### src/rtl/cla_8bit_adder.sv
// 8-bit unsigned two-level carry-lookahead adder with a registered 9-bit result.
// Bit P/G feed two 4-bit lookahead groups; group carries come only from group G/P.
module cla_8bit_adder #(
  parameter int unsigned WIDTH = 8,
  parameter int unsigned GROUP = 4
) (
  input  logic             clk,
  input  logic             rst_n,
  input  logic [WIDTH-1:0] a,
  input  logic [WIDTH-1:0] b,
  output logic [WIDTH:0]   sum
);

  localparam int unsigned NGROUP = WIDTH / GROUP;

  if (WIDTH != 8 || GROUP != 4) begin : g_bad_params
    $error("cla_8bit_adder supports only WIDTH=8, GROUP=4");
  end

  logic [WIDTH-1:0]  g;
  logic [WIDTH-1:0]  p;
  logic [WIDTH-1:0]  c;
  logic [WIDTH-1:0]  s;
  logic [NGROUP-1:0] gg;
  logic [NGROUP-1:0] gp;
  logic [NGROUP-1:0] cg;
  logic              c8;

  assign g = a & b;
  assign p = a ^ b;

  // Per-group lookahead: internal carries depend only on bit P/G and the group carry-in
  for (genvar k = 0; k < NGROUP; k++) begin : g_group
    localparam int unsigned B = k * GROUP;

    assign c[B]   = cg[k];
    assign c[B+1] = g[B] | (p[B] & cg[k]);
    assign c[B+2] = g[B+1] | (p[B+1] & g[B]) | (p[B+1] & p[B] & cg[k]);
    assign c[B+3] = g[B+2] | (p[B+2] & g[B+1]) | (p[B+2] & p[B+1] & g[B])
                  | (p[B+2] & p[B+1] & p[B] & cg[k]);

    assign gg[k] = g[B+3] | (p[B+3] & g[B+2]) | (p[B+3] & p[B+2] & g[B+1])
                 | (p[B+3] & p[B+2] & p[B+1] & g[B]);
    assign gp[k] = p[B+3] & p[B+2] & p[B+1] & p[B];
  end

  // Second-level lookahead across the two groups
  assign cg[0] = 1'b0;
  assign cg[1] = gg[0];
  assign c8    = gg[1] | (gp[1] & gg[0]);

  assign s = p ^ c;

  always_ff @(posedge clk) begin
    if (!rst_n) begin
      sum <= '0;
    end else begin
      sum <= {c8, s};
    end
  end

endmodule

### config.mk
export PLATFORM = sky130hd
export DESIGN_NAME = cla_8bit_adder
export DESIGN_NICKNAME = d
export VERILOG_FILES = /design/src/rtl/cla_8bit_adder.sv
export SDC_FILE = /design/constraint.sdc
export NUM_CORES = 1
export LEC_CHECK = 0
export CAP_MARGIN = 20
export CORE_MARGIN = 2
export CORE_UTILIZATION = 40
export CTS_BUF_LIST = sky130_fd_sc_hd__clkbuf_4 sky130_fd_sc_hd__clkbuf_8
export DETAILED_ROUTE_END_ITERATION = 8
export GPL_ROUTABILITY_DRIVEN = 0
export MAX_ROUTING_LAYER = met4
export PLACE_DENSITY_LB_ADDON = 0.05
export SLEW_MARGIN = 20
export SYNTH_ARGS = -nofsm -noshare
export SYNTH_HDL_FRONTEND = slang
export SYNTH_SLANG_ARGS = --single-unit
### constraint.sdc
create_clock -name clk -period 2.78 [get_ports clk]
set_clock_uncertainty 0.1 [all_clocks]
set_input_delay 0.834 -clock clk [delete_from_list [all_inputs] [get_ports clk]]
set_output_delay 0.834 -clock clk [all_outputs]
set_load 0.005 [all_outputs]
Yosys cells after proc, flatten, opt, wreduce, memory -nomap -nowiden --
Index checks and enable logic that the tools add are counted.
Word-level totals: bits in registers 9, output and inout bits 9
Operators by class: bitwise logic cells 44
Operator list (count):
- 1-bit bitwise AND | 25
- 1-bit OR | 16
- 8-bit XOR | 2
- 8-bit bitwise AND | 1

Depth between registers and ports, before layout --
Gate-level depths: netlist of run 1.
word-level depth 8, depth in mapped cells 6, mapped depth without buffers 6

Worst setup path before layout of run 1 --
Ideal clock, no wire load.
path kind input -> register, from in a[2], to reg sum[5], setup time 0.115 ns, path slack 0.401 ns, data required time 2.565 ns, data arrival time 2.164 ns, stages on the path 6, path buffers 0, cell sequence ha_1 -> a41oi_2 -> o21ai_2 -> fa_1 -> xor2_1 -> and2_1
Between the ends: word-level cells in the longest chain between the ends 8, elaborated cells between the ends (all ways) 13
RTL lines:
- start, declared | line 9 | input logic [WIDTH-1:0] a,
- 8-bit bitwise AND or 8-bit XOR (tied branches) | line 29, 30
- 1-bit bitwise AND (on tied branches)
- 1-bit OR, or another cell as far along | line 42 | assign gg[k] = g[B+3] | (p[B+3] & g[B+2]) | (p[B+3] & p[B+2] & g[B+1])
- 1-bit OR or 1-bit bitwise AND (tied branches) | line 42, 43
- 1-bit OR * | line 43 | | (p[B+3] & p[B+2] & p[B+1] & g[B]);
- 1-bit bitwise AND * | line 37 | assign c[B+1] = g[B] | (p[B] & cg[k]);
- 1-bit OR * | line 37
- 8-bit XOR * | line 52 | assign s = p ^ c;
- end signal, assigned | line 58 | sum <= {c8, s};
- end, declared | line 11 | output logic [WIDTH:0] sum
Every way passes the cells marked *; elsewhere a longest branch is shown, timed or not. A chain may end at the register's enable or synchronous reset.

Worst setup path in the final report of run 1 --
Same ends and word-level chain as after synthesis.

==> results.toml, run 1 <==
[power]
seqPwrFrac_pct = 38.6
peakVddDrop_mv = 0.165
p_sw_w = 0.0000910
pwr-share-clk_pct = 27.6
swShare_pct = 23.8
intPower_w = 0.000292
p_per_area_nw_per_um2 = 436
power_leakage_nw = 0.382
comb_power_share_pct = 33.8
finalPower_w = 0.000383

[run_status]
status = "completed"

[timing]
max_freq_ghz = 0.391
setup-violations-final = 0
fin_crit_sh_pct = 92.0
fin_ws_ps = 223
hold_viol_final = 0
rsz0062_at_grt = "no"
max_slew_margin_pct = 81.1
tightestPinTransition_ps = 283
hold_ws_ps = 1190
finalCriticalPeriod_ps = 2560
report.final.slew_viol_count = 0
fin_tns_setup_ps = 0

[yosys]
async_flop_share_pct = 0
ys_ff_latch = 9
yosysWarningCount = 0
yosysUniqueCellTypes = 23
postSynthNetCount = 80
yosys_most_used_dff = "dfxtp_1"
ys_seq_area_share_pct = 33.5
synth_edf_count = 0
syn_inst = 52
syn_area_per_cell_sq_um = 10.3
syn-cell-area_sq_um = 538

[route]
drtIter0Drc = 4
wl_per_cell_um = 9.48
drc = 0
first_pass_iters = 5
avgViaCountPerCell = 4.68
wl_um = 957
vias = 473
ant_nets = 0

[min_path]
min_path_type = "input pin to flip-flop"
hp-start = "b[0]"
holdPathEnd = "sum[0]"
worstHoldPathCells = 3

[clocking]
cts-resized-gates = 0
cts.clk_slew.worst_paths_ps = 60
cts_tree = "done"
cts.path.max_buffers = 2
cts_buffers = 3
htree_levels = 1
clock_sinks = 9
root_buffer = "clkbuf_4"
cts_setup_buffers = 0
hold_buffers = 0

[floorplanning]
dieArea_sq_um = 1650
die_h_um = 40.7
rows = 13
core_sq_um = 1280
initial_utilization_pct = 41.9
io_pins = 27
die_x_um = 40.7

[setup_path]
critPathTopFamily = "adder cells"
crit_chain = "clkdlybuf4s50_1 > ha_1 > a21oi_1 > o21ai_2 > fa_1 > xor2_1 > and2_1"
critPathLaunchType = "input pin"
critPathMaxStageDelay_ps = 400
arrival_ps = 2600
crit_path_end_kind = "flip-flop"
crit_path_top_delay_cell = "clkdlybuf4s50_1"
cp_data_required_time_ps = 2830
crit_type = "input pin to flip-flop"
path_buf_inv = 1
path_max_fanout = 3

[global_route]
track_usage_pct = 14.0
gr-total-overflow = 0
grt_pass1_vias = 403
grt_max_degree = 11
antenna_found_initial = 0
grt_pass1_wl_um = 1530

[layout]
fill_cells = 116
area_growth_pct = 63.0
largest_reg_flops = 9
diodes = 0
largestRegisters = "sum x9"
regMostFlops = "sum"
drive_gt1_share_pct = 15.1
layout.nets = 115
final_common_cell = "clkdlybuf4s50_1"
final_cell_mix = "26 x clkdlybuf4s50_1, 9 x dfxtp_1, 8 x ha_1"
final_cells = 101

[place]
place_hpwl_um = 852
pre_cts_slack_ps = -58.7
portBuffers = 26
dpl.cell_count = 97

[run]
max_cap_viol_count = 0
==> per-layer routing <==
metal	vias to the layer above	share of wire [%]	global-route usage, %
li1	246	-	-
met1	205	41	14.4
met2	20	52	25.8
met3	2	5.6	3.26
met4	0	1.3	5.00
met5	-	0	-
==> metrics by stage <==
stage,util [%],area (sq um)
floorplan,-,538
global placement,65.9,847
detailed placement,65.9,847
CTS,68.3,877
global route,68.3,877
finish,68.3,877
==> worst max-delay path by stage <==
| stage | start | to | slack, ps | depth (start not counted) |
|---|---|---|---|---|
| detailed placement | a[2] | sum[5] | -60 | 7 |
| global route | a[2] | sum[5] | 120 | 7 |
| finish | a[2] | sum[5] | 220 | 7 |
| CTS | a[2] | sum[5] | 210 | 7 |
| floorplan | a[2] | sum[5] | 400 | 6 |
| global placement | a[2] | sum[5] | -10 | 7 |
==> cell usage after synthesis, types with 2 or more instances <==
master | n | area, sq um
ha_1 | 8 | 100
xnor2_1 | 2 | 17.5
inv_1 | 5 | 18.8
a21oi_1 | 3 | 15.0
dfxtp_1 | 9 | 180
nand2_1 | 3 | 11.3
and2_1 | 5 | 31.3
fa_1 | 2 | 40.0
==> cell families after synthesis <==
kind of cell               count (synthesis)  share of synthesized area, %
adders and majority gates                 10                          26.0
buffers and inverters                      5                          3.49
xor gates and xnor gates                   3                          4.88
and+or+nand+nor                           15                          18.1
muxes                                      1                          1.86
DFF                                        9                          33.5
AOI/OAI and AO/OA                          9                          12.1
==> layout make-up <==
type / instances / area (sq um) / area share [%]
inverter: 5 / 18.8 / 2.14
clock buffer: 4 / 30.0 / 3.42
multi-input combinational: 38 / 339 / 38.7
timing repair buffer: 30 / 290 / 33.1
sequential: 9 / 180 / 20.5
tap: 15 / 18.8 / 2.14
==> power by group through the flow <==
stage	registers [W]	logic [W]	clock network [W]
finish	0.000148	0.000129	0.000106
global route	0.000149	0.000146	0.000113
CTS	0.000148	0.000131	0.000108
detailed placement	0.000151	0.000131	0
global placement	0.000150	0.000129	0
floorplan	0.000153	0.0000557	0
(Power assumes the default switching activity.)
==> run 2: changes to the inputs <==
--- a/config.mk
+++ b/config.mk
@@ -12,7 +12,7 @@
 export DETAILED_ROUTE_END_ITERATION = 8
 export GPL_ROUTABILITY_DRIVEN = 0
 export MAX_ROUTING_LAYER = met4
-export PLACE_DENSITY_LB_ADDON = 0.05
+export PLACE_DENSITY = 0.8
 export SLEW_MARGIN = 20
 export SYNTH_ARGS = -nofsm -noshare
 export SYNTH_HDL_FRONTEND = slang
==> run 2 against run 1 <==
  * Cell count grew 0.99%
  * Total power grew 2.1%
  * Wire length grew 24%
  * Clock power is essentially flat
  * Critical path type unchanged
  * Highest routed layer unchanged
  * Worst setup slack is essentially flat
  * First-iteration DRC count grew to 2.5 times the previous value
  * Final area grew 0.86%
==> results.toml, run 2 (synthesis results as in run 1) <==
[run_status]
status = "completed"

[power]
power_leakage_nw = 0.387
seqPwrFrac_pct = 38.0
p_sw_w = 0.0000977
p_per_area_nw_per_um2 = 442
intPower_w = 0.000293
finalPower_w = 0.000391
pwr-share-clk_pct = 28.0
peakVddDrop_mv = 0.160
swShare_pct = 25.0
comb_power_share_pct = 34.0

[global_route]
grt_max_degree = 11
grt_pass1_vias = 477
track_usage_pct = 19.1
antenna_found_initial = 0
grt_pass1_wl_um = 1910
gr-total-overflow = 0

[clocking]
cts_buffers = 3
cts.clk_slew.worst_paths_ps = 60
cts_tree = "done"
htree_levels = 1
root_buffer = "clkbuf_4"
cts-resized-gates = 0
cts.path.max_buffers = 2
clock_sinks = 9
hold_buffers = 0
cts_setup_buffers = 0

[run]
max_cap_viol_count = 0

[layout]
layout.nets = 116
regMostFlops = "sum"
area_growth_pct = 64.4
final_cells = 102
final_common_cell = "clkdlybuf4s50_1"
largest_reg_flops = 9
diodes = 0
finalInstanceArea_sq_um = 885
drive_gt1_share_pct = 16.1
final_cell_mix = "26 x clkdlybuf4s50_1, 9 x dfxtp_1, 8 x ha_1"
largestRegisters = "sum x9"

[floorplanning]
io_pins = 27
rows = 13
initial_utilization_pct = 41.9
dieArea_sq_um = 1650
die_x_um = 40.7
die_h_um = 40.7
core_sq_um = 1280

[timing]
fin_crit_sh_pct = 92.0
hold_viol_final = 0
setup-violations-final = 0
rsz0062_at_grt = "no"
max_freq_ghz = 0.391
max_slew_margin_pct = 78.1
report.final.slew_viol_count = 0
tightestPinTransition_ps = 328
finalCriticalPeriod_ps = 2560
hold_ws_ps = 1190

[place]
place_hpwl_um = 1020
portBuffers = 26
dpl.cell_count = 98
place_area_sq_um = 855

[setup_path]
crit_type = "input pin to flip-flop"
critPathLaunchType = "input pin"
arrival_ps = 2610
path_max_fanout = 3
cp_data_required_time_ps = 2840
crit_path_end_kind = "flip-flop"

[route]
wl_um = 1180
avgViaCountPerCell = 4.83
wl_per_cell_um = 11.6
drtIter0Drc = 10
drc = 0
ant_nets = 0
first_pass_iters = 5
vias = 493

[min_path]
min_path_type = "input pin to flip-flop"
run 2: through the flow:
stage	worst slack, ps	TNS [ps]	utilization, %
3_3_place_gp	-7.24	-7.24	66.5
5_1_grt	166	0	68.8
4_1_cts	224	0	68.8
2_1_floorplan	401	0	-
6_report	223	0	68.8
3_5_place_dp	-40.5	-40.5	66.5
run 2: worst max-delay path: stages:
cell and delay, ps:
clkdlybuf4s50_1 410, ha_1 340, a41oi_2 230, o21ai_2 100, fa_1 380, xor2_1 160
and2_1 160
run 2: worst paths after layout:
kind	cells past startpoint	slack, ps	start	endpoint
setup / recovery	7	220	a[2]	sum[5]
hold / removal	3	1190	b[0]	sum[0]
run 2: metal layers:
metal  global-route usage [%]  up-vias  part of all wire, %
met4                     12.5        0                  2.5
met3                     3.26        3                  6.3
met1                     20.5      219                   39
met2                     32.1       21                   52
met5                        -        -                    0
li1                         -      250                    -
run 2: area by class of cell:
class	instances	area (sq um)
fill	106	400
multi-input combinational	38	339
timing repair buffer	31	298
sequential	9	180
clock buffer	4	30.0
inverter	5	18.8
tap	15	18.8
run 2: power groups by stage:
stage / clock network (W) / registers [W] / logic [W]
finish: 0.000109 / 0.000149 / 0.000133
global route: 0.000119 / 0.000150 / 0.000148
CTS: 0.000113 / 0.000149 / 0.000135
detailed placement: 0 / 0.000152 / 0.000134
global placement: 0 / 0.000150 / 0.000129
floorplan: 0 / 0.000153 / 0.0000557
